`src/rtl/regfile_pkg.sv`:
```
// Shared register-file constants and types used by the write-port arbiter.
package regfile_pkg;

  localparam int REG_ADDR_W = 5;

  typedef logic [REG_ADDR_W-1:0] reg_addr_t;

  localparam reg_addr_t ZERO_REG = 5'd31;

endpackage

```
`src/rtl/rr_arbiter.sv`:
```
// Combinational round-robin arbiter: rotates the request vector so the
// pointer position lands at bit 0, then scans for the first set bit.
module rr_arbiter #(
  parameter  int NUM_REQ = 4,
  localparam int IDX_W   = $clog2(NUM_REQ)
) (
  input  logic [NUM_REQ-1:0] req,
  input  logic [IDX_W-1:0]   ptr,
  output logic [NUM_REQ-1:0] gnt,
  output logic [IDX_W-1:0]   gnt_idx
);

  localparam logic [IDX_W:0] NUM_REQ_W = (IDX_W + 1)'(NUM_REQ);

  logic [NUM_REQ-1:0] rot;
  logic [IDX_W:0]     idx_sum;
  logic               found;

  always_comb begin
    rot     = NUM_REQ'({req, req} >> ptr);
    idx_sum = '0;
    found   = 1'b0;
    gnt     = '0;
    for (int k = 0; k < NUM_REQ; k++) begin
      if (!found && rot[k]) begin
        found   = 1'b1;
        idx_sum = {1'b0, ptr} + (IDX_W + 1)'(k);
      end
    end
    // Map the rotated position back to an absolute index, modulo NUM_REQ.
    if (idx_sum >= NUM_REQ_W) begin
      idx_sum = idx_sum - NUM_REQ_W;
    end
    gnt_idx = idx_sum[IDX_W-1:0];
    if (found) begin
      gnt[gnt_idx] = 1'b1;
    end
  end

endmodule

```
`src/rtl/regfile_write_arbiter.sv`:
```
// Shares the register file write port among NUM_REQ requesters with
// round-robin arbitration and a single registered output beat.
module regfile_write_arbiter
  import regfile_pkg::*;
#(
  parameter  int NUM_REQ = 4,
  parameter  int DATA_W  = 64,
  parameter  int ADDR_W  = REG_ADDR_W,
  localparam int IDX_W   = $clog2(NUM_REQ)
) (
  input  logic                      clk,
  input  logic                      reset,
  input  logic [NUM_REQ-1:0]        req_valid,
  output logic [NUM_REQ-1:0]        req_ready,
  input  logic [NUM_REQ*ADDR_W-1:0] req_addr,
  input  logic [NUM_REQ*DATA_W-1:0] req_data,
  input  logic                      wr_stall,
  output logic                      wr_en,
  output logic [ADDR_W-1:0]         wr_addr,
  output logic [DATA_W-1:0]         wr_data,
  output logic [IDX_W-1:0]          grant_id
);

  logic               out_full_q, out_full_d;
  logic [ADDR_W-1:0]  wr_addr_q, wr_addr_d;
  logic [DATA_W-1:0]  wr_data_q, wr_data_d;
  logic [IDX_W-1:0]   grant_id_q, grant_id_d;
  logic [IDX_W-1:0]   rr_ptr_q, rr_ptr_d;

  logic [NUM_REQ-1:0] arb_gnt;
  logic [IDX_W-1:0]   arb_idx;
  logic               can_accept;
  logic               grant;
  logic [ADDR_W-1:0]  sel_addr;
  logic [DATA_W-1:0]  sel_data;

  rr_arbiter #(
    .NUM_REQ (NUM_REQ)
  ) u_rr_arbiter (
    .req     (req_valid),
    .ptr     (rr_ptr_q),
    .gnt     (arb_gnt),
    .gnt_idx (arb_idx)
  );

  // A beat may be accepted when the output register is empty or draining now.
  assign can_accept = !out_full_q || !wr_stall;
  assign req_ready  = (reset || !can_accept) ? '0 : arb_gnt;
  assign grant      = |req_ready;
  assign sel_addr   = req_addr[int'(arb_idx)*ADDR_W +: ADDR_W];
  assign sel_data   = req_data[int'(arb_idx)*DATA_W +: DATA_W];

  always_comb begin
    out_full_d = out_full_q;
    wr_addr_d  = wr_addr_q;
    wr_data_d  = wr_data_q;
    grant_id_d = grant_id_q;
    rr_ptr_d   = rr_ptr_q;
    if (grant) begin
      wr_addr_d  = sel_addr;
      wr_data_d  = sel_data;
      grant_id_d = arb_idx;
      out_full_d = (sel_addr != ADDR_W'(ZERO_REG));
      rr_ptr_d   = (arb_idx == IDX_W'(NUM_REQ - 1)) ? '0 : arb_idx + 1'b1;
    end else if (out_full_q && !wr_stall) begin
      out_full_d = 1'b0;
    end
  end

  always_ff @(posedge clk or posedge reset) begin
    if (reset) begin
      out_full_q <= 1'b0;
      wr_addr_q  <= '0;
      wr_data_q  <= '0;
      grant_id_q <= '0;
      rr_ptr_q   <= '0;
    end else begin
      out_full_q <= out_full_d;
      wr_addr_q  <= wr_addr_d;
      wr_data_q  <= wr_data_d;
      grant_id_q <= grant_id_d;
      rr_ptr_q   <= rr_ptr_d;
    end
  end

  assign wr_en    = out_full_q;
  assign wr_addr  = wr_addr_q;
  assign wr_data  = wr_data_q;
  assign grant_id = grant_id_q;

endmodule
```
`config.mk`:
```
export PLATFORM = sky130hd
export DESIGN_NAME = regfile_write_arbiter
export DESIGN_NICKNAME = d
export VERILOG_FILES = /design/src/rtl/regfile_pkg.sv /design/src/rtl/rr_arbiter.sv /design/src/rtl/regfile_write_arbiter.sv
export SDC_FILE = /design/constraint.sdc
export NUM_CORES = 1
export LEC_CHECK = 0
export ABC_AREA = 1
export CAP_MARGIN = 15
export CORE_AREA = 2 2 140 142
export CTS_CLUSTER_DIAMETER = 100
export DETAILED_ROUTE_END_ITERATION = 8
export DIE_AREA = 0 0 142 144
export GPL_TIMING_DRIVEN = 0
export SKIP_LAST_GASP = 1
export SLEW_MARGIN = 0
export SYNTH_ARGS = -nofsm -noshare
export SYNTH_HDL_FRONTEND = slang
export SYNTH_HIERARCHICAL = 1
export SYNTH_SLANG_ARGS = --single-unit
```
`constraint.sdc`:
```
create_clock -name clk -period 3.9 [get_ports clk]
set_input_delay 0.975 -clock clk [delete_from_list [all_inputs] [get_ports clk]]
set_output_delay 0.975 -clock clk [all_outputs]
set_load 0.005 [all_outputs]
```
* Word level (Yosys, flattened, before mapping)
Index checks and enable logic that the tools add are counted.
** Storage, ports and cells
- Flip-flop bits (word level) :: 74
- Bits of input ports :: 283
- Output and inout port bits :: 76
- Logic and storage cells :: 50
** Operators by class
- $add $sub $neg :: 5
- $mul :: 1
- $lt $le $gt $ge :: 3
- Eq/ne operators :: 2
- Shift operators :: 3
- Multiplexer cells :: 16
- Reductions and logical operators :: 15
** Operators with widths (number)
- $shiftx 256x9->64 :: 1
- $shiftx 20x6->5 :: 1
- $mux 3 :: 3
- $mux 4 :: 2
- $shr 8x2->4 :: 1
- $mux 1 :: 7
- $add 2x2->3 const B :: 2
- $logic_not 1->1 :: 6
- $mux 2 :: 3
- $logic_and 1x1->1 :: 5
- $mul 2x3->5 const B :: 1
- $ne 5x5->1 const B :: 1
- $reduce_or 4->1 :: 1
- $add 2x1->3 const B :: 1
- $ge 3x3->1 const B :: 1
- $lt 2x3->1 const B :: 1
- $add 2x1->2 const B :: 1
- $demux 1 s2 :: 1
- $eq 2x2->1 const B :: 1
- $ge 2x1->1 const B :: 1
- $logic_or 1x1->1 :: 2
- $reduce_bool 2->1 :: 1
- $sub 2x1->2 const B :: 1

* Logic depth before layout (Yosys ltp)
- Depth after elaboration :: 21
- Depth in mapped cells :: 21
- Mapped depth without buffers :: 18

* Modules after synthesis
The synthesis kept the hierarchy.
** Modules (own cells, without submodules)
- regfile_write_arbiter :: times used 1, cells an instance 724, area an instance 4797.1 um2, sequential area each 1851.8 um2
- rr_arbiter :: times used 1, cells an instance 64, area an instance 334.1 um2, sequential area each 0.0 um2

* Worst setup path before layout
OpenSTA, ideal clock, no wires.
- Path kind :: input port to output port
- From :: input req_valid[3]
- To :: output req_ready[1]
- Arrival :: 1932 ps
- Data required time :: 2925 ps
- Setup slack :: 993 ps
- Cell stages on the path :: 12
- Buffers on the path :: 0
- Cell sequence :: inv_1 -> nand2_1 -> nand3_2 -> nand2_4 -> nor2_2 -> nand2_2 -> nand2_2 -> nor2_4 -> nand2_2 -> nor2_1 -> inv_1 -> nor2_1
** Between the ends
- Word-level cells in the longest chain between the ends :: 19
- Elaborated cells between the ends (all ways) :: 25
- Those cells by class :: add/sub: 1; order compare: 3; shift: 1; mux: 13; reduce/logical: 7
** RTL lines
- start: declaration :: RTL line regfile_write_arbiter.sv:13 : input logic [NUM_REQ-1:0] req_valid,
- $shr 8x2->4 * :: RTL line rr_arbiter.sv:20 : rot = NUM_REQ'({req, req} >> ptr);
- $mux 1 :: RTL line rr_arbiter.sv:25 : if (!found && rot[k]) begin
- $logic_not 1->1 :: RTL line rr_arbiter.sv:25
- $logic_and 1x1->1 :: RTL line rr_arbiter.sv:25
- $mux 1 :: RTL line rr_arbiter.sv:25
- $logic_not 1->1 :: RTL line rr_arbiter.sv:25
- $logic_and 1x1->1 :: RTL line rr_arbiter.sv:25
- $mux 1 :: RTL line rr_arbiter.sv:25
- (+5 left out)
- via arb_idx[1] :: RTL line regfile_write_arbiter.sv:31 : logic [IDX_W-1:0] arb_idx;
- $lt 2x3->1 (implied by the code) / $ge 2x1->1 (equally long branches) :: RTL line rr_arbiter.sv:36 : gnt[gnt_idx] = 1'b1;
- $logic_and 1x1->1 (implied by the code) :: RTL line rr_arbiter.sv:36
- $mux 1 (implied by the code) :: RTL line rr_arbiter.sv:36
- $demux 1 s2 *
- $mux 4 * :: RTL line rr_arbiter.sv:35 : if (found) begin
- via arb_gnt[1] :: RTL line regfile_write_arbiter.sv:30 : logic [NUM_REQ-1:0] arb_gnt;
- $mux 4 * :: RTL line regfile_write_arbiter.sv:48 : assign req_ready = (reset || !can_accept) ? '0 : arb_gnt;
- end: declaration :: RTL line regfile_write_arbiter.sv:14 : output logic [NUM_REQ-1:0] req_ready,
The timed path passes the listed nets; every way through them passes the cells marked *.

* Final worst setup path
- From :: input req_valid[3]
- To :: output req_ready[0]
The elaborated chain is that of the path after synthesis.

==> impl_metrics.csv <==
group,metric,value,unit
run_status,outcome,"finished, final reports clean",
grt,first_global_vias,6742,
sta,timing.setup.tns,0,ns
grt,grt_start_max_net_pins,49,
cells_and_area,multi_input_comb_area,2856,sq um
yosys,synthesis.instances,788,
pwr,power_density,1055,nW/um^2
clock_tree,worst_path_clk_slew,0.06,ns
critical_path,start_kind,"primary input",
yosys,synth-warning-count,6,
yosys,fraction_of_synthesized_cell_area_taken_by_the_top_area_cell_type,36.09,%
routing,detail_route.wirelength,24810,um
critical_path,reg2reg_to,"wr_data[22]",
floorplanning,core_area,19080,sq um
sta,maxSlewHeadroom,63.46,%
yosys,synth_enable_flop_cells,0,
yosys,yosysTopAreaCell,"dfrtp_1",
critical_path,critPathCaptureType,"output pin",
yosys,synthesis.area,5131,sq um
pwr,total_power_consumption_of_the_routed_design,9.892,mW
routing,drt.antenna.violating_nets,0,
sta,final_worst_slack,0.1226,ns
placement,hpwl,19340,um
yosys,synth_seq_area_share,36.09,%
cells_and_area,flow.area_growth_from_synthesis,82.78,%
critical_path,critPathArrivalTime,2.80,ns
placement,numPortBuffers,358,
cells_and_area,nNetsFinal,1443,
sta,worst_hold_slack,0.4739,ns
critical_path,slowest_stage,"clkdlybuf4s50_1",
yosys,synth_area_per_cell,6.512,sq um
critical_path,reg2reg_slack,1.25,ns
critical_path,cp-startpoint,"req_valid[3]",
floorplanning,floorplan.die.height,144,um
critical_path,r2r_start,"rr_ptr_q[1]",
clock_tree,clock_tree.htree_level_count,3,
floorplanning,die_w,142,um
routing,post_drt_wl_per_cell,17.70,um
clock_tree,clock_latency,0.34,ns
critical_path,timing.critical_path.depth,14,
pwr,irDropWorstVdd,442.3,uV
floorplanning,io_pins,359,
sta,final-setup-viol-count,0,
yosys,synth_top_cells_by_area,"dfrtp_1, nand2_1, nor2_1",
sta,clock_skew,0.009248,ns
clock_tree,tritoncts,"built",
pwr,psw,5.141,mW
yosys,postSynthRegisterBits,74,
cells_and_area,stdcell_count,1402,
pwr,power.clock.fraction,8.7,%
critical_path,cp_slowest_stage_delay,0.50,ns
sta,post-route-period-util,96.86,%
critical_path,timing.critical_path.mode_cell,"nor2_2",
run,drv_cap,0,
sta,final_max_slew_viol_count,0,
placement,place_congestion,0.8543,
floorplanning,die_area,20450,sq um
floorplanning,placementRows,51,
yosys,asyncSetResetFlopFracSynth,100.0,%
grt,gr-usage-all-layers,23.64,%
min_path,timing.hold.worst.class,"flop to flop",
yosys,synth_ff_type,"dfrtp_1",
sta,min_period,3.777,ns
sta,timing.fmax,264.7,MHz
sta,worst-slew-pin-transition,0.5481,ns
grt,antenna_found_initial,0,
critical_path,critical_path_class,"primary input to output pin",
yosys,post-synth-top-count-cell,"nand2_1",
pwr,leakagePower,4.112,nW
yosys,postSynthNetCount,1072,
cells_and_area,filler_instances,1965,
critical_path,crit_end,"req_ready[0]",
routing,vias_per_cell,4.835,
routing,drt_first_iter_violations,332,
pwr,intPower,4.751,mW
floorplanning,initial_utilization,26.89,%
clock_tree,max-clock-path-buffers,2,
clock_tree,cts.root.buffer_cell,"clkbuf_16",
placement,numPlacedInstances,1385,
routing,firstDrtPassIters,5,
grt,globalRoute.totalOverflow,0,
critical_path,critical_path.cell_chain,"clkdlybuf4s50_1 > inv_1 > nand2_1 > nand3_4 > nand2_4 > nor2_2 > nor2_2 > nand2_1 > nand2_2 > inv_4 > nor2_2 > inv_1 > nor2_2 > dlygate4sd2_1",
routing,route.detailed.drc,0,
cells_and_area,antenna_cells,0,
critical_path,critPathBufInv,5,
clock_tree,cts-buffers-inserted,9,
routing,via_count,6779,
pwr,power_frac_seq,14.5,%
clock_tree,numClockSinks,74,
critical_path,r2r.worst_path.cells,15,
sta,rsz0062_at_grt,"false",
yosys,synth_commonest_cells,"nand2_1, nor2_1, o21ai_0, dfrtp_1, o22ai_1",
pwr,share_comb_of_total_power,76.8,%
critical_path,critPathMaxFanout,7,
placement,dp_slack,-0.2746,ns
critical_path,timing.critical_path.max_delay_family,"buffers and inverters",
pwr,switching_share,51.97,%
cells_and_area,seqCellArea,1852,sq um
cells_and_area,drive_gt1_share,7.045,%
yosys,yosysUniqueCellTypes,28,
critical_path,cp.required,2.92,ns
grt,grt_pass1_wl,36790,um
sta,report.final.hold_viol_count,0,
==> power groups by stage <==
stage	sequential [mW]	combinational [mW]	clock, mW
floorplan	1.45	4.67	0
global placement	1.43	7.57	0
detailed placement	1.44	7.60	0
CTS	1.44	7.67	0.884
global route	1.48	8.49	0.914
finish	1.44	7.60	0.856
==> through the flow <==
step,utilization (%),cell area (sq um)
CTS,49.12,9373
global route,49.16,9379
global placement,47.24,9012
detailed placement,47.39,9042
floorplan,-,5131
finish,49.16,9379
==> cells in the final DEF, fill, tap and decap left out, types with 4 or more instances in the layout <==
| cell type | instances |
|---|---|
| dfrtp_1 | 74 |
| nand3_1 | 14 |
| nor2_1 | 141 |
| o21ai_0 | 78 |
| nand2_2 | 6 |
| inv_1 | 11 |
| buf_6 | 11 |
| nor2_2 | 7 |
| inv_2 | 5 |
| buf_4 | 14 |
| o22ai_1 | 64 |
| buf_2 | 10 |
| clkdlybuf4s50_1 | 354 |
| nand2_1 | 248 |
| clkbuf_16 | 9 |
| clkbuf_1 | 24 |
| inv_4 | 4 |
| o21ai_1 | 61 |
==> cell families after synthesis <==
family	count (synthesis)	synth area share, %
XOR/XNOR	1	0.1707
flip-flops	74	36.09
adder cells (fa/ha/maj)	1	0.2438
buffers and inverters	80	8.803
AO/OA/AOI/OAI	207	21.87
AND/OR/NAND/NOR	425	32.82
==> layer usage <==
| metal | global-route usage (%) | vias to the layer above | wire (um) |
|---|---|---|---|
| met3 | 6.159 | 34 | 1915 |
| met1 | 29.37 | 3119 | 10440 |
| met2 | 39.84 | 278 | 11870 |
| met4 | 8.158 | 0 | 585 |
| li1 | - | 3348 | - |
| met5 | 0 | - | 0 |
==> flip-flops by register name, summed over array words and instances (netlist names) <==
| signal | cells |
|---|---|
| wr_data | 64 |
| wr_addr | 5 |
| grant_id | 2 |
| wr_en | 1 |
| rr_ptr_q | 2 |
==> tightest hold or removal path, delay by kind of cell, from the launching register on <==
kind | cells | cell delay, ns
AND/OR/NAND/NOR | 2 | 0.11
flip-flops | 1 | 0.34
==> worst min path at each step <==
| stage | startpoint | endpoint | slack [ns] | depth (start not counted) |
|---|---|---|---|---|
| 3_3_place_gp | wr_addr[4] | wr_addr[4] | 0.46 | 2 |
| 4_1_cts | wr_addr[4] | wr_addr[4] | 0.48 | 2 |
| 5_1_grt | wr_data[13] | wr_data[13] | 0.49 | 2 |
| 6_report | wr_addr[4] | wr_addr[4] | 0.47 | 2 |
| 2_1_floorplan | wr_addr[4] | wr_addr[4] | 0.47 | 2 |
| 3_5_place_dp | wr_addr[4] | wr_addr[4] | 0.46 | 2 |
==> layout make-up <==
class | count | area share (%)
multi-input combinational | 634 | 30.46
sequential | 74 | 19.74
inverter | 20 | 0.9072
clock buffer | 14 | 2.815
buffer | 60 | 3.962
clock inverter | 2 | 0.3735
tap | 238 | 3.175
timing repair buffer | 360 | 38.57
==> repair_timing <==
item	in CTS	in global routing
setup buffers	1	0
pin swaps	1	0
hold buffers	0	0
endpoints found under the setup margin	4	1
resized for setup	11	2
Note: power is estimated with default switching activity, not from simulation.
